## src/rtl/systolic_feeder_pkg.sv

```systemverilog
// Shared widths, address codes and the queued-word layout for the systolic tile feeder.
// SYSTOLIC_FEEDER_FIFO2_EN selects a two-entry FIFO per channel (default: single holding register).
package systolic_pkg;

    localparam int WORD_W  = 16;
    localparam int NIB_W   = 4;
    localparam int NIBBLES = 4;

    localparam logic [1:0] ADDR_PASS = 2'd0;
    localparam logic [1:0] ADDR_AB   = 2'd1;
    localparam logic [1:0] ADDR_CLO  = 2'd2;
    localparam logic [1:0] ADDR_CHI  = 2'd3;

`ifdef SYSTOLIC_FEEDER_FIFO2_EN
    localparam int FIFO_DEPTH = 2;
`else
    localparam int FIFO_DEPTH = 1;
`endif

    typedef struct packed {
        logic [WORD_W-1:0] data;
        logic [1:0]        addr;
        logic [1:0]        tag;
    } feeder_word_t;

    localparam feeder_word_t IDLE_WORD = '{data: '0, addr: ADDR_PASS, tag: 2'b00};

    // Nibble k of the frame, MSB nibble first.
    function automatic logic [NIB_W-1:0] word_nib(input feeder_word_t w, input logic [1:0] k);
        logic [WORD_W-1:0] s;
        s = w.data >> {~k, 2'b00};
        return s[NIB_W-1:0];
    endfunction

    // Control bit k of {addr, tag}, MSB first.
    function automatic logic word_ctrl(input feeder_word_t w, input logic [1:0] k);
        logic [3:0] c;
        c = {w.addr, w.tag};
        return c[~k];
    endfunction

endpackage

```

## src/rtl/systolic_feeder_fifo.sv

```systemverilog
// Per-channel word FIFO (depth 1 or 2 from systolic_pkg); head is always entry 0.
// Caller only pushes when not full and only pops when not empty.
module feeder_fifo
    import systolic_pkg::*;
(
    input  logic         clk,
    input  logic         rst_n,
    input  logic         push,
    input  feeder_word_t wdata,
    input  logic         pop,
    output feeder_word_t head,
    output logic         empty,
    output logic         full,
    output logic [1:0]   level
);

    feeder_word_t [FIFO_DEPTH-1:0] mem;
    feeder_word_t [FIFO_DEPTH-1:0] mem_nxt;
    logic [1:0] count;
    logic [1:0] wr_idx;

    // On a simultaneous pop the new word lands one slot lower, behind the survivors.
    always_comb begin
        mem_nxt = mem;
        wr_idx  = pop ? count - 2'd1 : count;
        if (pop) mem_nxt = mem >> $bits(feeder_word_t);
        if (push) begin
            for (int i = 0; i < FIFO_DEPTH; i++) begin
                if (wr_idx == 2'(i)) mem_nxt[i] = wdata;
            end
        end
    end

    always_ff @(posedge clk) begin
        if (!rst_n) begin
            mem   <= '0;
            count <= 2'd0;
        end else begin
            mem <= mem_nxt;
            case ({push, pop})
                2'b10:   count <= count + 2'd1;
                2'b01:   count <= count - 2'd1;
                default: count <= count;
            endcase
        end
    end

    assign head  = mem[0];
    assign empty = (count == 2'd0);
    assign full  = (count == 2'(FIFO_DEPTH));
    assign level = count;

endmodule

```

## src/rtl/systolic_feeder.sv

```systemverilog
// Column/row word-to-nibble serializer feeding a systolic tile in 4-cycle frames.
// FIFO depth per channel set by SYSTOLIC_FEEDER_FIFO2_EN (see systolic_pkg).
module systolic_feeder
    import systolic_pkg::*;
(
    input  logic              clk,
    input  logic              rst_n,
    input  logic [WORD_W-1:0] col_data,
    input  logic [1:0]        col_addr,
    input  logic [1:0]        col_tag,
    input  logic              col_valid,
    output logic              col_ready,
    input  logic [WORD_W-1:0] row_data,
    input  logic [1:0]        row_addr,
    input  logic [1:0]        row_tag,
    input  logic              row_valid,
    output logic              row_ready,
    output logic [NIB_W-1:0]  col_nib,
    output logic              col_ctrl,
    output logic [NIB_W-1:0]  row_nib,
    output logic              row_ctrl,
    output logic [1:0]        phase,
    output logic              frame_start,
    output logic [1:0]        col_level,
    output logic [1:0]        row_level
);

    logic [1:0]   phase_nxt;
    logic         launch;
    feeder_word_t col_in, row_in;
    feeder_word_t col_head, row_head;
    feeder_word_t col_frame, row_frame;
    feeder_word_t col_frame_nxt, row_frame_nxt;
    logic         col_empty, row_empty, col_full, row_full;
    logic         col_push, row_push, col_pop, row_pop;

    assign phase_nxt = phase + 2'd1;
    assign launch    = (phase == 2'(NIBBLES - 1));

    assign col_in = '{data: col_data, addr: col_addr, tag: col_tag};
    assign row_in = '{data: row_data, addr: row_addr, tag: row_tag};

    assign col_ready = !col_full;
    assign row_ready = !row_full;
    assign col_push  = col_valid && col_ready;
    assign row_push  = row_valid && row_ready;
    // Launch reads only entries stored before this edge; a same-edge push waits a frame.
    assign col_pop   = launch && !col_empty;
    assign row_pop   = launch && !row_empty;

    feeder_fifo u_col_fifo (
        .clk   (clk),
        .rst_n (rst_n),
        .push  (col_push),
        .wdata (col_in),
        .pop   (col_pop),
        .head  (col_head),
        .empty (col_empty),
        .full  (col_full),
        .level (col_level)
    );

    feeder_fifo u_row_fifo (
        .clk   (clk),
        .rst_n (rst_n),
        .push  (row_push),
        .wdata (row_in),
        .pop   (row_pop),
        .head  (row_head),
        .empty (row_empty),
        .full  (row_full),
        .level (row_level)
    );

    always_comb begin
        col_frame_nxt = col_frame;
        row_frame_nxt = row_frame;
        if (launch) begin
            col_frame_nxt = col_empty ? IDLE_WORD : col_head;
            row_frame_nxt = row_empty ? IDLE_WORD : row_head;
        end
    end

    // Outputs are selected from next-cycle frame/phase so they land exactly on the edge.
    always_ff @(posedge clk) begin
        if (!rst_n) begin
            phase       <= 2'd0;
            frame_start <= 1'b1;
            col_frame   <= IDLE_WORD;
            row_frame   <= IDLE_WORD;
            col_nib     <= '0;
            col_ctrl    <= 1'b0;
            row_nib     <= '0;
            row_ctrl    <= 1'b0;
        end else begin
            phase       <= phase_nxt;
            frame_start <= (phase_nxt == 2'd0);
            col_frame   <= col_frame_nxt;
            row_frame   <= row_frame_nxt;
            col_nib     <= word_nib(col_frame_nxt, phase_nxt);
            col_ctrl    <= word_ctrl(col_frame_nxt, phase_nxt);
            row_nib     <= word_nib(row_frame_nxt, phase_nxt);
            row_ctrl    <= word_ctrl(row_frame_nxt, phase_nxt);
        end
    end

endmodule

```

## config.mk

```make
export PLATFORM = sky130hd
export DESIGN_NAME = systolic_feeder
export DESIGN_NICKNAME = d
export VERILOG_FILES = /design/src/rtl/systolic_feeder_pkg.sv /design/src/rtl/systolic_feeder_fifo.sv /design/src/rtl/systolic_feeder.sv
export SDC_FILE = /design/constraint.sdc
export NUM_CORES = 1
export LEC_CHECK = 0
export ABC_AREA = 0
export BUFFER_PORTS_ARGS = -buffer_cell sky130_fd_sc_hd__buf_2
export CORE_MARGIN = 4
export CORE_UTILIZATION = 61
export CTS_CLUSTER_DIAMETER = 150
export DETAILED_ROUTE_END_ITERATION = 10
export HOLD_SLACK_MARGIN = 0.12
export PLACE_DENSITY = 0.84
export SLEW_MARGIN = 20
export SYNTH_ARGS = -nofsm -noshare
export SYNTH_HDL_FRONTEND = slang
export SYNTH_SLANG_ARGS = --single-unit
```

## constraint.sdc

```tcl
create_clock -name clk -period 3.4 [get_ports clk]
set_input_delay 0.17 -clock clk [delete_from_list [all_inputs] [get_ports clk]]
set_output_delay 0.17 -clock clk [all_outputs]
set_load 0.01 [all_outputs]
```

==> out/metrics.yaml <==
synth_fa_ha_area_share_pct: 2.34
rrSetupSlack_ps: 960
async_reset_ff_share_pct: 0
core_area_um2: 6790
rr_endpoint: "u_row_fifo.head[3]$_SDFF_PN0_"
muxShareOfSynthArea_pct: 0.234
crit_type: "reg -> reg"
path_cells: "inv_1 -> ha_1 -> nand2b_4 -> inv_2 -> o21bai_2 -> buf_4 -> nand3_1 -> a21boi_1"
critPathTopFamily: "compound AO/OA/AOI/OAI gates"
synth_edf_count: 0
p_int_mw: 1.74
grt_max_degree: 79
seq_power_share_pct: 51.5
vias: 3304
vdd_ir_drop_max_v: 0.000300
syn2layout_area_growth_pct: 13.5
wl_met1_mm: 4.20
netSwitchingFraction_pct: 30.4
numClockSinks: 97
ys_types: 38
synth_ff_type: "dfxtp_1"
grt_pass1_wl_mm: 14.7
synth_seq_area_share_pct: 45.4
grt_pass1_vias: 3066
path_buf_inv: 3
ff2ff_path_depth: 8
firstDrtPassIters: 4
synth_nets: 504
die_h_um: 91.8
routed_wl_mm: 8.78
die_area_um2: 8420
cp-endpoint: "u_row_fifo.head[3]$_SDFF_PN0_"
grt_use_total_pct: 21.6
drtIter0Drc: 203
dp_cells: 581
leakage_nw: 1.95
slew_violations: 0
synth_compound_area_share_pct: 17.5
htreeDepth: 3
post-place-ws_ps: 825
clock_skew_ps: 13.4
cts_buffers: 9
finalSetupTns_ps: 0
clock-root-buffer: "clkbuf_8"
ys_ff_latch: 97
path_max_fanout: 31
finalHoldViolCount: 0
cp-startpoint: "u_row_fifo.level[0]$_SDFFE_PN0P_"
maxSlewHeadroom_pct: 38.4
drc: 0
slowest_delay_ps: 740
synth_xor_area_share_pct: 0.818
final_cells: 607
met3_length_um: 508
start_util_pct: 63.0
status: "finished, final reports clean"
io_pins: 63
synthesis.area_um2: 4280
synthCells: 452
avgSynthCellArea_um2: 9.47
yosysWarnings: 0
comb_power_share_pct: 20.7
row_count: 30
top_layer: "met4"
cts_tree: "done"
viasPerCell: 5.44
die_x_um: 91.8
fin_crit_ps: 2440
synth_top_family_by_area: "simple AND/OR/NAND/NOR gates"
p_per_area_nw_per_um2: 516
antenna_cells: 0
critPathRequiredTime_ps: 3700
end_kind: "flip-flop"
power.share.clock_pct: 27.8
timing.rr.start: "u_row_fifo.level[0]$_SDFFE_PN0P_"
min_period_over_period_pct: 71.7
power.total_mw: 2.51
maxCapViolations: 0
start_kind: "flip-flop"
worstPathArrival_ps: 2740
dpl.hpwl_mm: 5.97
hp-class: "in -> reg"
switching_power_mw: 0.762
setup_viol: 0
fmax_ghz: 0.410
place_congestion: 0.769
drive_gt1_share_pct: 19.8
antenna_found_initial: 0
clk_latency_ps: 370
port_buffers: 62
fin_util_pct: 71.5
path_clk_slew_ps: 100
grt-ovfl-total: 0
wl_met2_mm: 4.01
rsz0062_at_grt: "no"
slowest_stage: "o21bai_2"
ant_nets: 0
min_path_cells: 3
cts_buffer_depth: 2
cp.depth: 8
fin_ws_ps: 961
wl_per_cell_um: 14.5
tightest_slew_ps: 924
nNetsFinal: 558
synth_simple_gate_area_share_pct: 28.0
cells in the mapped netlist (6+ instances only):
cell type,number,share of area [%]
dfxtp_1,97,45
nand3_1,43,5.0
a21boi_1,40,7.0
or3b_1,39,8.0
nor2b_1,29,4.2
and2_1,21,3.1
nand2_1,19,1.7
a22oi_1,17,3.0
clkbuf_1,17,1.5
a21oi_1,15,1.8
nor2_1,13,1.1
o2bb2ai_1,13,2.7
nand2b_1,9,1.3
buf_2,8,0.94
ha_1,8,2.3
inv_1,8,0.70
and3b_1,6,1.2
buf_4,6,1.1
power groups by stage:
stage	Clock, mW	Combinational (mW)	Sequential [mW]
after floorplan	0	0.398	1.30
after CTS	0.710	0.518	1.29
after global routing	0.760	0.587	1.30
after global placement	0	0.492	1.31
final	0.696	0.520	1.29
after detailed placement	0	0.507	1.32
metrics by stage:
step	cell area [um^2]	hold slack, ps
after detailed placement	4570	459
after global placement	4570	454
after global routing	4860	128
after CTS	4860	121
after floorplan	4280	405
final	4860	125
per-layer routing:
layer / GRT usage, % / vias up
li1: - / 1693
met1: 31.4 / 1532
met2: 31.8 / 73
met3: 4.68 / 6
met4: 6.93 / 0
met5: 0 / -
kinds of logic (layout without fill, tap and decap cells):
logic type,after synthesis,count (layout)
multiplexers,1,1
flip-flops,97,97
AND/OR/NAND/NOR,191,191
AO/OA/AOI/OAI,102,102
adder cells (fa/ha/maj),8,8
buffers and inverters,49,108
XOR/XNOR,4,4
sequential cells by signal (all words and copies together), names as in the netlist, 2 cells and up:
name	flops
col_frame	20
col_nib	4
phase	2
row_frame	20
row_nib	4
u_col_fifo.head	20
u_col_fifo.level	2
u_row_fifo.head	20
u_row_fifo.level	2
worst register-to-register path, cell delays in order, from the launching register on:
cell and delay, ps:
dfxtp_1 380, inv_1 80, ha_1 250, nand2b_4 320
inv_2 70, o21bai_2 740, buf_4 280, nand3_1 90
a21boi_1 160
layout by cell type, fill, tap and decap left out, drive strengths merged, types with 3 or more instances in the layout:
cell,count
a21oi,15
clkbuf,9
nor2,13
o2bb2ai,13
and3b,6
buf,71
inv,16
xnor2,4
a211o,3
o21ai,4
or3,3
a22oi,18
nor2b,30
o22ai,3
dfxtp,97
or3b,41
nand2,19
and2,21
dlygate4sd3,10
a21boi,42
nand3,43
nand2b,11
ha,8
layout make-up:
type	instances	area, um^2
Multi-Input combinational cell	306	2100
Sequential cell	97	1940
Fill cell	523	1930
Timing Repair Buffer	81	478
Clock buffer	9	124
Tap cell	96	120
Clock inverter	7	57.6
Inverter	11	41.3
worst min path at each step:
stage | start | to | slack [ps]
6_report | row_data[4] | u_row_fifo.head[8]$_SDFF_PN0_ | 130
5_1_grt | row_data[2] | u_row_fifo.head[6]$_SDFF_PN0_ | 130
4_1_cts | col_data[9] | u_col_fifo.head[13]$_SDFF_PN0_ | 120
3_5_place_dp | u_row_fifo.head[0]$_SDFF_PN0_ | u_row_fifo.head[0]$_SDFF_PN0_ | 460
3_3_place_gp | u_col_fifo.head[17]$_SDFF_PN0_ | u_col_fifo.head[17]$_SDFF_PN0_ | 450
2_1_floorplan | col_tag[0] | u_col_fifo.head[0]$_SDFF_PN0_ | 410
timing repair:
action,4_1_cts,5_1_grt
hold buffers,10,0
gates resized for setup,0,0
hold endpoints to repair,10,0
buffers inserted,0,0
Note: power is estimated with default switching activity, not from simulation.
